## config.mk

```make
export PLATFORM = sky130hd
export DESIGN_NAME = truth_table_capture
export DESIGN_NICKNAME = d
export VERILOG_FILES = /design/src/rtl/truth_table_capture.sv
export SDC_FILE = /design/constraint.sdc
export NUM_CORES = 1
export LEC_CHECK = 0
export CORE_ASPECT_RATIO = 0.9
export CORE_MARGIN = 2
export CORE_UTILIZATION = 45
export CTS_CLUSTER_DIAMETER = 150
export DETAILED_ROUTE_END_ITERATION = 16
export GPL_ROUTABILITY_DRIVEN = 0
export PLACE_DENSITY = 0.7
export SYNTH_ARGS = -nofsm -noshare
export SYNTH_HDL_FRONTEND = slang
export SYNTH_SLANG_ARGS = --single-unit
```

## constraint.sdc

```tcl
create_clock -name clk -period 2 [get_ports clk]
set_clock_uncertainty 0.05 [all_clocks]
set_input_delay 0.4 -clock clk [delete_from_list [all_inputs] [get_ports clk]]
set_output_delay 0.4 -clock clk [all_outputs]
set_load 0.05 [all_outputs]
```

## src/rtl/truth_table_capture.sv

```systemverilog
// Truth-table sweeper: walks every input combination of an external combinational
// function, waits SETTLE cycles per vector, and records its output as a minterm mask.
module truth_table_capture #(
    parameter int N_INPUTS = 4,
    parameter int SETTLE   = 1
) (
    input  logic                       clk,
    input  logic                       reset,
    input  logic                       start,
    output logic [N_INPUTS-1:0]        abcd,
    input  logic                       y_in,
    output logic                       busy,
    output logic                       done,
    output logic [(1<<N_INPUTS)-1:0]   table_out,
    output logic [N_INPUTS:0]          minterm_count
);

    localparam int                  DEPTH      = 1 << N_INPUTS;
    localparam int                  CW         = N_INPUTS + 1;
    localparam logic [N_INPUTS-1:0] LAST_IDX   = N_INPUTS'(DEPTH - 1);
    localparam logic [3:0]          SETTLE_LIM = 4'(SETTLE);

    typedef enum logic [1:0] {IDLE, SETTLE_WAIT, CAPTURE, DONE} state_t;

    state_t              state_q, state_d;
    logic [N_INPUTS-1:0] abcd_q, abcd_d;
    logic [3:0]          settle_q, settle_d;
    logic                busy_q, busy_d;
    logic                done_q, done_d;
    logic [DEPTH-1:0]    table_q, table_d;
    logic [CW-1:0]       count_q, count_d;

    // abcd doubles as the sweep index: the vector on the bus is always the one being captured.
    always_comb begin
        state_d  = state_q;
        abcd_d   = abcd_q;
        settle_d = settle_q;
        busy_d   = busy_q;
        done_d   = done_q;
        table_d  = table_q;
        count_d  = count_q;
        case (state_q)
            IDLE: begin
                if (start) begin
                    abcd_d   = '0;
                    table_d  = '0;
                    count_d  = '0;
                    settle_d = '0;
                    busy_d   = 1'b1;
                    state_d  = (SETTLE == 0) ? CAPTURE : SETTLE_WAIT;
                end
            end
            SETTLE_WAIT: begin
                settle_d = settle_q + 4'd1;
                if (settle_q + 4'd1 == SETTLE_LIM) begin
                    state_d = CAPTURE;
                end
            end
            CAPTURE: begin
                table_d[abcd_q] = y_in;
                count_d         = count_q + CW'(y_in);
                if (abcd_q == LAST_IDX) begin
                    busy_d  = 1'b0;
                    done_d  = 1'b1;
                    state_d = DONE;
                end else begin
                    // Terminal index is caught above, so this increment never wraps.
                    abcd_d   = abcd_q + 1'b1;
                    settle_d = '0;
                    state_d  = (SETTLE == 0) ? CAPTURE : SETTLE_WAIT;
                end
            end
            DONE: begin
                done_d  = 1'b0;
                state_d = IDLE;
            end
            default: state_d = IDLE;
        endcase
    end

    always_ff @(posedge clk or posedge reset) begin
        if (reset) begin
            state_q  <= IDLE;
            abcd_q   <= '0;
            settle_q <= '0;
            busy_q   <= 1'b0;
            done_q   <= 1'b0;
            table_q  <= '0;
            count_q  <= '0;
        end else begin
            state_q  <= state_d;
            abcd_q   <= abcd_d;
            settle_q <= settle_d;
            busy_q   <= busy_d;
            done_q   <= done_d;
            table_q  <= table_d;
            count_q  <= count_d;
        end
    end

    assign abcd          = abcd_q;
    assign busy          = busy_q;
    assign done          = done_q;
    assign table_out     = table_q;
    assign minterm_count = count_q;

endmodule

```

; ---- Yosys cells after proc, flatten, opt, wreduce, memory -nomap -nowiden
; Index checks and enable logic that the tools add are counted.
[totals]
input_bits = 4
reg_bits = 33
elab_cells = 53
out_inout_bits = 27
[op_classes]
order_cmp = 2
muxes = 21
n_eq_ne = 9
add_sub_neg = 3
n_reduce_logical = 11
[op_table]
columns = op, n
row1 = 16-bit one-hot mux with 2 select lines, 1
row2 = 16-bit bitwise mux, 1
row3 = 16-bit two-way mux, 1
row4 = 4-bit two-way mux, 3
row5 = 4-bit one-hot mux with 3 select lines, 1
row6 = 5-bit one-hot mux with 2 select lines, 1
row7 = 3-bit AND reduction, 3
row8 = "4-bit by 1-bit adder with 4-bit output, second input constant", 2
row9 = "2-bit != test, second input constant", 4
row10 = 2-bit one-hot mux with 4 select lines, 1
row11 = 4-bit one-hot mux with 2 select lines, 1
row12 = 2-bit two-way mux, 3
row13 = 2-bit AND reduction, 3
row14 = 5-bit by 1-bit adder with 5-bit output, 1
row15 = "4-bit by 5-bit < comparator with 1-bit output, second input constant", 1
row16 = 5-bit two-way mux, 1
row17 = 1-bit demux with 4-bit select, 1
row18 = "2-bit == test, second input constant", 2
row19 = "4-bit by 1-bit == test with 1-bit output, second input constant", 1
row20 = "4-bit == test, second input constant", 1
row21 = "4-bit by 1-bit greater-or-equal comparator with 1-bit output, second input constant", 1
row22 = 1-bit two-way mux, 4
row23 = 1-bit one-hot mux with 2 select lines, 2
row24 = 2-bit nonzero test, 2
row25 = other kinds (4), 4

; ---- Longest topological paths before layout
; Gate-level depths: netlist (run 1).
[logic_depth]
ltp_word = 6
ltp_mapped = 7
depth_no_buf = 5

; ---- Worst setup path before layout (run 1)
; OpenSTA, ideal clock, no wires.
[synth_path]
path_kind = register to register
from = register abcd_q[1] (netlist: abcd[1])
to = register abcd_q[0] (netlist: abcd[0])
n_path_buf = 2
synth_period_minus_slack_ps = 1802
required_time_ps = 1823
slack_ps = 198
setup_time_ps = 127
arrival_time_ps = 1624
path_stages_with_launch = 8
path_cell_list = dfrtp_1 -> ha_1 -> buf_2 -> and3_1 -> clkbuf_2 -> nor3_1 -> a21oi_1 -> o22ai_1
[synth_between]
elab_chain_cells = 3
[synth_rtl]
columns = element, line
row1 = "start, declared", 26  ; logic [N_INPUTS-1:0] abcd_q, abcd_d;
row2 = "start signal, assigned", 84  ; abcd_q <= '0;
row3 = "start signal, assigned", 92  ; abcd_q <= abcd_d;
row4 = 4-bit == test, 62  ; if (abcd_q == LAST_IDX) begin
row5 = 2-bit != test (no line), --
row6 = 3-bit AND reduction (no line), --
; No other way between the ends.
; A chain may end at the register's enable or synchronous reset.

; ---- Worst setup path after layout (run 1)
[layout_path]
from = register count_q[0] (netlist: minterm_count[0])
to = output port minterm_count[0]
[layout_rtl]
columns = element, line
row1 = "start, declared", 31  ; logic [CW-1:0] count_q, count_d;
row2 = "start signal, assigned", 97  ; count_q <= count_d;
row3 = "end, declared", 15  ; output logic [N_INPUTS:0] minterm_count
; No word-level cell between the ends.

==> results.yml, run 1 <==
outcome:
  status: "complete, no violations"
yosys:
  synthDistinctLibCells: 35
  synth_edf_count: 0
  post_synth_and_or_nand_nor_area_fraction_pct: 12.7
  yosys_warnings: 0
  synth.top_cell.area_share_pct: 48.9
  synth_compound_area_share_pct: 26.4
  yosys.area.top_type: "dfrtp_1"
  synthXorXnorAreaFrac_pct: 1.04
  synth.net_count: 193
  synth_most_common_cell: "o21ai_0"
  synth.area.top_cells: "dfrtp_1 (49%), o21ai_0 (10%), a21oi_1 (7.1%), ha_1 (5.9%), nand2_1 (2.9%)"
  syn_avg_cell_area_um2: 9.33
  synth_ff_type: "dfrtp_1"
  synth_top_family_by_area: "compound AO/OA/AOI/OAI gates"
  synthAdderAreaFrac_pct: 5.93
  seq_area_frac_synth_pct: 48.9
  synthMuxAreaShare_pct: 0
  syn_area_um2: 1690
  async_reset_ff_share_pct: 100
  ys_ff_latch: 33
  netlist_top_cells_count: "o21ai_0 (34), dfrtp_1 (33), a21oi_1 (24), nand2_1 (13)"
  syn_inst: 181
pwr:
  p_leak_nw: 0.932
  powerDensity_nw_per_um2: 1160
  vdd_drop_max_mv: 0.608
placed_design:
  dp.cells: 249
  portBuffers: 30
  hpwlAfterDp_um: 2620
floorplanning:
  die_w_um: 68.6
  start_util_pct: 46.2
  chipHeight_um: 62.1
  core.rowCount: 21
  die-area_um2: 4260
  core_area_um2: 3650
  ios: 31
clock_tree:
  hold_buffers: 0
  insertion_delay_ns: 0.28
  clkTransAtPathRegs_ns: 0.07
  cts_root_buf: "clkbuf_8"
  clkSinkCount: 33
  htree_levels: 2
  cts_buffer_depth: 2
  cts_tree: "done"
  cts_made_buffers: 5
  cts.repair.resized: 0
  cts_setup_buffers: 0
sta:
  timing.fmax_ghz: 0.523
  holdWs_ns: 0.457
  min_period_ns: 1.91
  worst_slew_pin_slew_ns: 0.616
  slew_headroom_pct: 58.9
  slew_viol_final: 0
  post-route-period-util_pct: 95.7
  fin_setup_tns_ns: 0
  finalSetupViolations: 0
  grt_setup_unrepaired: "no"
  hold_violations: 0
finish:
  fillers: 328
  final_cells: 257
  multi_input_area_um2: 777
  drive_above_1_share_pct: 11.8
  seqCellArea_um2: 826
  num-nets-final: 222
  area_growth_pct: 23.7
  antenna_cells: 0
routing:
  drc_errors: 0
  routedWlPerCell_um: 14.5
  drtIter0Drc: 82
  vias: 1447
  final_antenna_net_count: 0
  first_pass_iters: 4
  vias_per_cell: 5.63
  wirelength_um: 3730
grt:
  antenna_found_initial: 0
  use_met2_pct: 28.0
  gr-max-usage-layer: "met1"
  gr-usage-met3_pct: 4.71
  overflow: 0
  grt_pass1_vias: 1326
  grt_use_met1_pct: 30.5
  track_usage_pct: 20.1
  grt_pass1_wl_um: 6470
  grt_max_degree: 34
setup_path:
  required_ns: 1.55
  critical_path.cell_chain: "clkdlybuf4s50_1"
  crit_type: "reg2out"
  worstPathArrival_ns: 1.46
  cp-end-kind: "primary output"
  crit_buf_inv: 1
  slowest_delay_ns: 0.81
  slowest_stage: "clkdlybuf4s50_1"
  cp_max_fo: 3
  crit_family: "buffers and inverters"
  cp-start-kind: "flip-flop"
worst_hold_path:
  hp-class: "in2async"
flow_run:
  cap_viol_max_count: 0
==> metal layers <==
metal  up-vias  share of wire (%)
met5         -                  0
met4         0                1.0
met3         5                7.2
met2        50                 43
met1       685                 49
li1        707                  -
==> worst paths after layout <==
check                                        startpoint                           end  slack (ns)  depth (start not counted)
min                                               reset  minterm_count[1]$_DFFE_PP0P_        0.46                          3
min reg2reg                   table_out[14]$_DFFE_PP0P_     table_out[14]$_DFFE_PP0P_        0.47                          2
max in group asynchronous                         reset      table_out[7]$_DFFE_PP0P_        1.14                          3
max reg2reg                         abcd[1]$_DFFE_PP0P_     table_out[15]$_DFFE_PP0P_        0.35                          4
min in group clk              table_out[14]$_DFFE_PP0P_     table_out[14]$_DFFE_PP0P_        0.47                          2
max                        minterm_count[0]$_DFFE_PP0P_              minterm_count[0]        0.09                          1
==> state kept, by name, indices dropped and copies added, names as in the netlist <==
signal / flops
minterm_count: 5
state_q: 2
abcd: 4
busy: 1
table_out: 16
done: 1
settle_q: 4
==> cell families after synthesis <==
kind of cell,count (synthesis)
adder cells (fa/ha/maj),8
flip-flops,33
AO/OA/AOI/OAI,78
XOR/XNOR,2
buffers and inverters,17
AND/OR/NAND/NOR,43
==> area by class of cell <==
type / instances / area share (%)
Multi-Input combinational cell: 131 / 37.2
Timing Repair Buffer: 31 / 13.5
Clock inverter: 1 / 1.44
Clock buffer: 7 / 4.13
Sequential cell: 33 / 39.5
Tap cell: 46 / 2.75
Inverter: 8 / 1.44
==> metrics by stage <==
step	instance area [µm²]	util [%]	setup WS (ns)	total power, W
detailed placement	1970	54.0	0.0839	0.00179
finish	2090	57.2	0.0868	0.00243
CTS	2090	57.2	0.0732	0.00244
global placement	1970	54.0	0.177	0.00177
floorplan	1690	-	0.198	0.00159
global route	2090	57.2	0.0171	0.00261
==> layout by cell type, fill, tap and decap left out, types with 5 or more instances in the layout <==
| cell type | n |
|---|---|
| a21oi_1 | 24 |
| buf_4 | 11 |
| clkbuf_8 | 6 |
| clkdlybuf4s50_1 | 20 |
| dfrtp_1 | 33 |
| ha_1 | 8 |
| inv_1 | 6 |
| nand2_1 | 13 |
| nor2_1 | 8 |
| o21ai_0 | 34 |
| o21ai_1 | 5 |
==> power by group <==
group	leakage, nW	internal (W)	total [W]	switching, W
clock	0.0585	0.000406	0.000646	0.000240
combinational	0.426	0.000313	0.000870	0.000557
sequential	0.448	0.000761	0.000910	0.000149
No activity file was read; power rests on OpenSTA's default activity.
==> inputs of run 2 (changes only) <==
--- a/config.mk
+++ b/config.mk
@@ -13,3 +13,5 @@
 export GPL_ROUTABILITY_DRIVEN = 0
+export GPL_TIMING_DRIVEN = 0
 export PLACE_DENSITY = 0.7
+export SETUP_SLACK_MARGIN = 0.4
 export SYNTH_ARGS = -nofsm -noshare
--- a/constraint.sdc
+++ b/constraint.sdc
@@ -4,2 +4,2 @@
 set_output_delay 0.4 -clock clk [all_outputs]
-set_load 0.05 [all_outputs]
+set_load 0.005 [all_outputs]
==> results.yml, run 2 (synthesized netlist as in run 1, its figures left out) <==
clock_tree:
  cts_root_buf: "clkbuf_8"
  hold_buffers: 0
  cts_made_buffers: 5
  cts_buffer_depth: 2
  insertion_delay_ns: 0.28
  clkSinkCount: 33
  cts_tree: "done"
  htree_levels: 2
  clkTransAtPathRegs_ns: 0.06
setup_path:
  crit_family: "buffers and inverters"
  slowest_delay_ns: 0.50
  crit_buf_inv: 1
  cp-end-kind: "primary output"
  required_ns: 1.55
  crit_type: "reg2out"
  cp-start-kind: "flip-flop"
  ff2ff_path_depth: 6
  reg2reg_from: "abcd[1]$_DFFE_PP0P_"
  worstPathArrival_ns: 1.13
  cp_max_fo: 2
  rrSetupSlack_ns: 0.45
  regToRegEndpoint: "abcd[0]$_DFFE_PP0P_"
  slowest_stage: "clkdlybuf4s50_1"
  critical_path.cell_chain: "clkdlybuf4s50_1"
routing:
  drc_errors: 0
  vias_per_cell: 5.63
  wirelength_um: 4100
  vias: 1548
  routedWlPerCell_um: 14.9
  drtIter0Drc: 78
  first_pass_iters: 4
  final_antenna_net_count: 0
finish:
  layout_common_cells: "o21ai_0 (33), dfrtp_1 (31), a21oi_1 (24), dlymetal6s2s_1 (23), buf_4 (14)"
  antenna_cells: 0
  drive_above_1_share_pct: 17.9
  final_common_cell: "o21ai_0"
  largest_reg_flops: 16
  fillers: 291
  num-nets-final: 241
  area_growth_pct: 38.1
  final_cells: 275
sta:
  worst_slew_pin_slew_ns: 0.700
  slew_viol_final: 0
  finalSetupViolations: 0
  hold_violations: 0
  timing.final.ws_setup_ns: 0.425
  post-route-period-util_pct: 78.8
  fin_setup_tns_ns: 0
  min_period_ns: 1.58
  slew_headroom_pct: 53.2
  timing.fmax_ghz: 0.635
  grt_setup_unrepaired: "no"
pwr:
  powerDensity_nw_per_um2: 987
  vdd_drop_max_mv: 0.667
  p_leak_nw: 1.42
outcome:
  status: "complete, no violations"
floorplanning:
  start_util_pct: 46.2
  die-area_um2: 4260
  core_area_um2: 3650
  chipHeight_um: 62.1
  die_w_um: 68.6
  core.rowCount: 21
  ios: 31
grt:
  track_usage_pct: 20.2
  grt_pass1_vias: 1413
  grt_pass1_wl_um: 6510
  antenna_found_initial: 0
  overflow: 0
  grt_max_degree: 34
worst_hold_path:
  worstHoldPathCells: 2
  hold_start: "table_out[4]$_DFFE_PP0P_"
  hp-class: "reg2reg"
  holdPathEnd: "table_out[4]$_DFFE_PP0P_"
placed_design:
  hpwlAfterDp_um: 2720
  portBuffers: 30
  dp.cells: 257
  place_ws_ns: 0.0539
flow_run:
  cap_viol_max_count: 0
-- run 2: cell count changes in the layout (fill, tap and decap cells not counted), moves of 3 or more --
cell	delta
dlygate4sd2_1	+3
clkdlybuf4s50_1	-16
buf_2	+3
dlymetal6s2s_1	+23
buf_4	+3
-- run 2: report_power, final --
group	total (W)	switching (W)	internal, W
Clock	0.000496	0.000224	0.000273
Sequential	0.000862	0.0000957	0.000767
Combinational	0.000944	0.000515	0.000429
Total	0.00230	0.000835	0.00147
-- run 2: final cells by class --
class | count | area, µm² | area share, %
Buffer | 9 | 67.6 | 2.90
Clock buffer | 7 | 86.3 | 3.70
Inverter | 8 | 33.8 | 1.45
Multi-Input combinational cell | 131 | 823 | 35.3
Sequential cell | 33 | 828 | 35.5
Tap cell | 46 | 57.6 | 2.47
Timing Repair Buffer | 41 | 437 | 18.7
-- run 2: per-layer routing --
metal	share of wire (%)	vias up	GRT usage, %
li1	-	745	-
met1	46	745	29.3
met2	46	50	29.3
met3	7.0	8	5.43
met4	1.4	0	6.25
met5	0	-	0
-- run 2: what timing repair did --
item | in CTS | in global routing
pin swaps | 0 | 2
buffers inserted | 8 | 3
endpoints found under the setup margin | 46 | 41
resized for setup | 8 | 37
-- run 2: worst max-delay path by stage --
stage,from,end,depth (start not counted)
2_1_floorplan,abcd[0]$_DFFE_PP0P_,abcd[1]$_DFFE_PP0P_,6
3_3_place_gp,reset,settle_q[3]$_DFFE_PP0P_,2
3_5_place_dp,reset,settle_q[3]$_DFFE_PP0P_,2
4_1_cts,abcd[1]$_DFFE_PP0P_,abcd[1],1
5_1_grt,abcd[1]$_DFFE_PP0P_,abcd[0]$_DFFE_PP0P_,7
6_report,table_out[14]$_DFFE_PP0P_,table_out[14],1
-- run 2: worst min-delay path: cells and delay by family (launching register included) --
kind,cells,cell delay [ns]
flops,1,0.34
compound gates,2,0.13
-- run 2: metrics by stage --
step	power (W)	hold WS (ns)	utilization, %	instance area [µm²]
3_3_place_gp	0.00166	0.442	56.0	2050
4_1_cts	0.00225	0.461	60.5	2210
3_5_place_dp	0.00169	0.439	56.0	2050
6_report	0.00230	0.454	63.9	2330
5_1_grt	0.00246	0.478	63.9	2330
2_1_floorplan	0.00142	0.439	-	1690
